==> src/rtl/serial_subtractor.sv <==
// Digit-serial subtractor: D = A - B - Bin, DIGIT bits per clock, LSB digit first,
// with valid/ready handshakes on both operand input and result output.
module serial_subtractor #(
    parameter int WIDTH = 16,
    parameter int DIGIT = 4
) (
    input  logic             clk,
    input  logic             rst,
    input  logic             in_valid,
    output logic             in_ready,
    input  logic [WIDTH-1:0] a,
    input  logic [WIDTH-1:0] b,
    input  logic             bin,
    output logic             out_valid,
    input  logic             out_ready,
    output logic [WIDTH-1:0] d,
    output logic             bout,
    output logic             ovf
);

    localparam int N  = WIDTH / DIGIT;
    localparam int CW = (N > 1) ? $clog2(N) : 1;
    localparam int IW = (WIDTH > 1) ? $clog2(WIDTH) : 1;

    typedef enum logic [1:0] {IDLE, RUN, DONE} state_t;

    state_t           state_q;
    logic [CW-1:0]    cnt_q;
    logic [WIDTH-1:0] a_q;
    logic [WIDTH-1:0] b_q;
    logic             borrow_q;
    logic [WIDTH-1:0] d_q;
    logic             bout_q;
    logic             ovf_q;
    logic             inReady_q;
    logic             outValid_q;

    logic [IW-1:0]    digitBase;
    logic [DIGIT:0]   digitRes_d;

    // One digit of the subtraction; the extra top bit is the borrow out of this digit.
    always_comb begin
        digitBase  = IW'(int'(cnt_q) * DIGIT);
        digitRes_d = {1'b0, a_q[digitBase +: DIGIT]}
                   - {1'b0, b_q[digitBase +: DIGIT]}
                   - {{DIGIT{1'b0}}, borrow_q};
    end

    always_ff @(posedge clk or posedge rst) begin
        if (rst) begin
            state_q    <= IDLE;
            cnt_q      <= '0;
            a_q        <= '0;
            b_q        <= '0;
            borrow_q   <= 1'b0;
            d_q        <= '0;
            bout_q     <= 1'b0;
            ovf_q      <= 1'b0;
            inReady_q  <= 1'b1;
            outValid_q <= 1'b0;
        end else begin
            case (state_q)
                IDLE: begin
                    if (in_valid) begin
                        a_q       <= a;
                        b_q       <= b;
                        borrow_q  <= bin;
                        cnt_q     <= '0;
                        d_q       <= '0;
                        bout_q    <= 1'b0;
                        ovf_q     <= 1'b0;
                        inReady_q <= 1'b0;
                        state_q   <= RUN;
                    end
                end
                RUN: begin
                    d_q[digitBase +: DIGIT] <= digitRes_d[DIGIT-1:0];
                    borrow_q                <= digitRes_d[DIGIT];
                    if (cnt_q == CW'(N - 1)) begin
                        // Differing operand signs with a result sign unlike A is the
                        // same condition as borrow-into-MSB XOR borrow-out-of-MSB.
                        bout_q     <= digitRes_d[DIGIT];
                        ovf_q      <= (a_q[WIDTH-1] ^ b_q[WIDTH-1])
                                    & (a_q[WIDTH-1] ^ digitRes_d[DIGIT-1]);
                        outValid_q <= 1'b1;
                        state_q    <= DONE;
                    end else begin
                        cnt_q <= cnt_q + 1'b1;
                    end
                end
                DONE: begin
                    if (out_ready) begin
                        outValid_q <= 1'b0;
                        inReady_q  <= 1'b1;
                        state_q    <= IDLE;
                    end
                end
                default: begin
                    state_q    <= IDLE;
                    inReady_q  <= 1'b1;
                    outValid_q <= 1'b0;
                end
            endcase
        end
    end

    assign in_ready  = inReady_q;
    assign out_valid = outValid_q;
    assign d         = d_q;
    assign bout      = bout_q;
    assign ovf       = ovf_q;

endmodule

==> config.mk <==
export PLATFORM = sky130hd
export DESIGN_NAME = serial_subtractor
export DESIGN_NICKNAME = d
export VERILOG_FILES = /design/src/rtl/serial_subtractor.sv
export SDC_FILE = /design/constraint.sdc
export NUM_CORES = 1
export LEC_CHECK = 0
export ABC_AREA = 1
export CAP_MARGIN = 20
export CORE_MARGIN = 2
export CORE_UTILIZATION = 35
export DETAILED_ROUTE_END_ITERATION = 10
export GPL_ROUTABILITY_DRIVEN = 0
export PLACE_DENSITY = 0.69
export SKIP_LAST_GASP = 1
export SLEW_MARGIN = 20
export SYNTH_ARGS = -nofsm -noshare
export SYNTH_HDL_FRONTEND = slang
export SYNTH_SLANG_ARGS = --single-unit
==> constraint.sdc <==
create_clock -name clk -period 3.1 [get_ports clk]
set_clock_uncertainty 0.2 [all_clocks]
set_input_delay 0.465 -clock clk [delete_from_list [all_inputs] [get_ports clk]]
set_output_delay 0.465 -clock clk [all_outputs]
set_load 0.05 [all_outputs]
==> results.json <==
{
  "worstSetupPathType": "reg2reg",
  "layout-drive-gt1-share_pct": 11.28,
  "grt_start_max_net_pins": 58,
  "initial_utilization_pct": 36.32,
  "synth.cell_area_um2": 2821,
  "timing.critical_path.to_type": "register",
  "tightestPinTransition_ns": 0.5916,
  "drv_cap": 0,
  "synth_edf_count": 0,
  "port-buffer-count": 56,
  "clock_path_buffers": 2,
  "crit_chain": "inv_1 > o21ai_0 > o22ai_1 > fa_1 > inv_1 > fa_1 > nand2_1 > a21oi_1 > xor2_1 > nand2_1 > a22oi_1",
  "floorplan.rows": 32,
  "synth_sequential_area_ratio_pct": 50.60,
  "drc_errors": 0,
  "drt_iter0_markers": 133,
  "die_area_um2": 8796,
  "final_period_minus_worst_setup_slack_ns": 2.772,
  "hold_ws_ns": 0.2731,
  "cts_tree": "done",
  "boundaryPins": 57,
  "clkTransAtPathRegs_ns": 0.07,
  "ir_drop_uv": 383.8,
  "slowest_stage": "sky130_fd_sc_hd__dfrtp_1",
  "outcome": "finished, final reports clean",
  "global_route_wire_length_before_repair_um": 10930,
  "leakagePower_nw": 1.804,
  "worstReg2RegEnd": "borrow_q",
  "worstHoldPathCells": 2,
  "hpwlAfterDp_um": 4594,
  "worstSetupStartpointType": "register",
  "regToRegSetupSlack_ns": 0.33,
  "vias_per_cell": 4.735,
  "setup_viol_count_final": 0,
  "first_global_vias": 2272,
  "fin_tns_setup_ns": 0,
  "cts_htree_levels": 3,
  "synthesis.area_per_instance_um2": 8.422,
  "reg2reg_from": "cnt_q[1]",
  "synthToLayoutAreaGrowth_pct": 30.47,
  "layout.nets": 441,
  "cts_root_buffer": "sky130_fd_sc_hd__clkbuf_8",
  "synthArstFlopShare_pct": 100.0,
  "setup_repair_after_global_routing_missed_its_margin": "no",
  "worst_hold_start": "in_ready",
  "insertion_delay_ns": 0.34,
  "cts_inserted_buffers": 9,
  "placed_cell_area_um2": 3476,
  "netlist_instances": 335,
  "power_per_cell_area_nw_per_um2": 1173,
  "syn_nets": 382,
  "grt_overflow_total": 0,
  "die-width_um": 93.79,
  "timing.final.hold_violations": 0,
  "cell_depth_of_the_worst_flop_to_flop_path": 11,
  "synthDistinctLibCells": 33,
  "antenna_diode_count": 0,
  "routed_wl_um": 6369,
  "synth-warning-count": 0,
  "route.antenna.remaining_nets": 0,
  "final_period_utilization_pct": 89.43,
  "slew-limit-headroom_pct": 60.50,
  "postCtsHoldBufs": 0,
  "post_cts_resize_count": 0,
  "route.vias.total": 2372,
  "type_of_the_most_critical_hold_path": "reg2reg",
  "critical_path_peak_fanout": 12,
  "leading_register_cell_type_out_of_synthesis": "sky130_fd_sc_hd__dfrtp_1",
  "drt-pass1-iter-count": 4,
  "drv_slew": 0,
  "global_route.usage.total_pct": 16.21,
  "synth.ff_latch_count": 57,
  "required_ns": 3.16,
  "max_clock_freq_ghz": 0.3607,
  "timing.hold.worst_endpoint": "in_ready",
  "postCtsSetupBuffers": 0,
  "post-route-cell-area_um2": 3681,
  "cp_data_arrival_time_ns": 2.83,
  "fp.dieH_um": 93.79,
  "core-area_um2": 7767,
  "wl_per_cell_um": 12.71,
  "number_of_antenna_violations_at_the_first_check_in_global_routing": 0,
  "slowest_stage_delay_cp_ns": 0.50,
  "clock_sinks": 57
}
==> layer usage <==
layer / share of wire [%] / routed length (µm) / global-route usage [%] / vias up
met5: 0 / 0 / 0 / -
met4: 1.8 / 114 / 6.401 / 0
met3: 5.5 / 349 / 5.698 / 10
li1: - / - / - / 1186
met1: 45 / 2859 / 20.95 / 1114
met2: 48 / 3045 / 24.88 / 62
==> worst max path at each step <==
| stage | slack [ns] | end | startpoint | cells past startpoint |
|---|---|---|---|---|
| after floorplan | 0.62 | d[5] | cnt_q[0] | 12 |
| after global placement | 0.57 | d[6] | cnt_q[1] | 10 |
| after detailed placement | 0.39 | d[6] | cnt_q[1] | 10 |
| after CTS | 0.36 | d[6] | cnt_q[1] | 10 |
| after global routing | 0.1 | borrow_q | cnt_q[1] | 11 |
| final | 0.33 | borrow_q | cnt_q[1] | 11 |
==> per-stage QoR <==
stage	util, %	instances	worst slack (ns)	total power (W)
floorplan	-	335	0.6176	0.003001
global placement	44.75	485	0.5662	0.003536
detailed placement	44.75	485	0.3858	0.003606
CTS	47.39	501	0.3604	0.004345
global route	47.39	501	0.09869	0.004716
finish	47.39	501	0.3276	0.004318
==> registers in the layout, indices dropped and copies added, names as in the netlist <==
| register | count |
|---|---|
| a_q | 16 |
| b_q | 16 |
| borrow_q | 1 |
| bout | 1 |
| cnt_q | 2 |
| d | 16 |
| in_ready | 1 |
| out_valid | 1 |
| ovf | 1 |
| state_q | 2 |
==> synthesized netlist by cell type (2+ instances only) <==
master,count,area share [%]
sky130_fd_sc_hd__o21ai_2,4,1.2
sky130_fd_sc_hd__buf_2,7,1.2
sky130_fd_sc_hd__o21ai_1,7,1.2
sky130_fd_sc_hd__fa_1,2,1.4
sky130_fd_sc_hd__nor2_1,16,2.1
sky130_fd_sc_hd__xor2_1,2,0.62
sky130_fd_sc_hd__ha_1,8,3.5
sky130_fd_sc_hd__inv_1,23,3.1
sky130_fd_sc_hd__buf_4,4,1.1
sky130_fd_sc_hd__nand3_1,9,1.6
sky130_fd_sc_hd__nor2_2,3,0.67
sky130_fd_sc_hd__o31ai_1,2,0.53
sky130_fd_sc_hd__dfrtp_1,56,50
sky130_fd_sc_hd__nand4_1,2,0.44
sky130_fd_sc_hd__nand2_1,134,18
sky130_fd_sc_hd__nor2_8,2,1.4
sky130_fd_sc_hd__nand3_2,4,1.4
sky130_fd_sc_hd__o22ai_1,3,0.67
sky130_fd_sc_hd__nand2_2,2,0.44
sky130_fd_sc_hd__o21ai_0,22,3.9
sky130_fd_sc_hd__a21oi_1,7,1.2
sky130_fd_sc_hd__inv_2,5,0.67
==> report_power, final <==
group          switching, W  internal (W)
Clock              0.000304      0.000412
Sequential         0.000178       0.00105
Combinational       0.00154      0.000830
Total               0.00203       0.00229
==> critical path, delay by kind of cell, from the launching register on <==
family                   cells  cell delay [ns]
flip-flops                   1             0.50
AO/OA/AOI/OAI                4             0.59
buffers and inverters        2             0.41
XOR/XNOR                     1             0.13
AND/OR/NAND/NOR              2             0.17
adder cells (fa/ha/maj)      2             0.69
==> cell usage in the layout (no fill, tap or decap), types with 2 or more instances in the layout <==
cell type / instances
sky130_fd_sc_hd__dfrtp_1: 56
sky130_fd_sc_hd__nor2_1: 16
sky130_fd_sc_hd__xor2_1: 2
sky130_fd_sc_hd__inv_1: 22
sky130_fd_sc_hd__nand3_1: 9
sky130_fd_sc_hd__o21ai_1: 7
sky130_fd_sc_hd__a21oi_1: 7
sky130_fd_sc_hd__nand2_2: 2
sky130_fd_sc_hd__inv_2: 6
sky130_fd_sc_hd__nor2_8: 2
sky130_fd_sc_hd__nand2_1: 134
sky130_fd_sc_hd__clkinv_2: 3
sky130_fd_sc_hd__clkbuf_8: 11
sky130_fd_sc_hd__nand3_2: 4
sky130_fd_sc_hd__o31ai_1: 2
sky130_fd_sc_hd__o21ai_2: 4
sky130_fd_sc_hd__o21ai_0: 22
sky130_fd_sc_hd__nand4_1: 2
sky130_fd_sc_hd__clkdlybuf4s50_1: 56
sky130_fd_sc_hd__ha_1: 8
sky130_fd_sc_hd__fa_1: 2
sky130_fd_sc_hd__o22ai_1: 3
sky130_fd_sc_hd__nor2_2: 3
sky130_fd_sc_hd__buf_4: 3
==> kinds of logic (layout without fill, tap and decap cells) <==
logic type | Yosys count | in the layout | synth area share [%]
AND/OR/NAND/NOR | 175 | 175 | 26.83
flip-flops | 57 | 57 | 50.60
adder cells (fa/ha/maj) | 10 | 10 | 4.967
AO/OA/AOI/OAI | 50 | 50 | 10.33
XOR/XNOR | 2 | 2 | 0.6210
buffers and inverters | 41 | 105 | 6.652
==> final cells by class <==
cell class	count	area, µm²
inverter	29	111.4
fill	785	4086
clock buffer	11	151.4
timing repair buffer	60	603.1
sequential	57	1428
clock inverter	5	53.80
tap	102	127.6
multi-input combinational	237	1206
(Power assumes the default switching activity.)
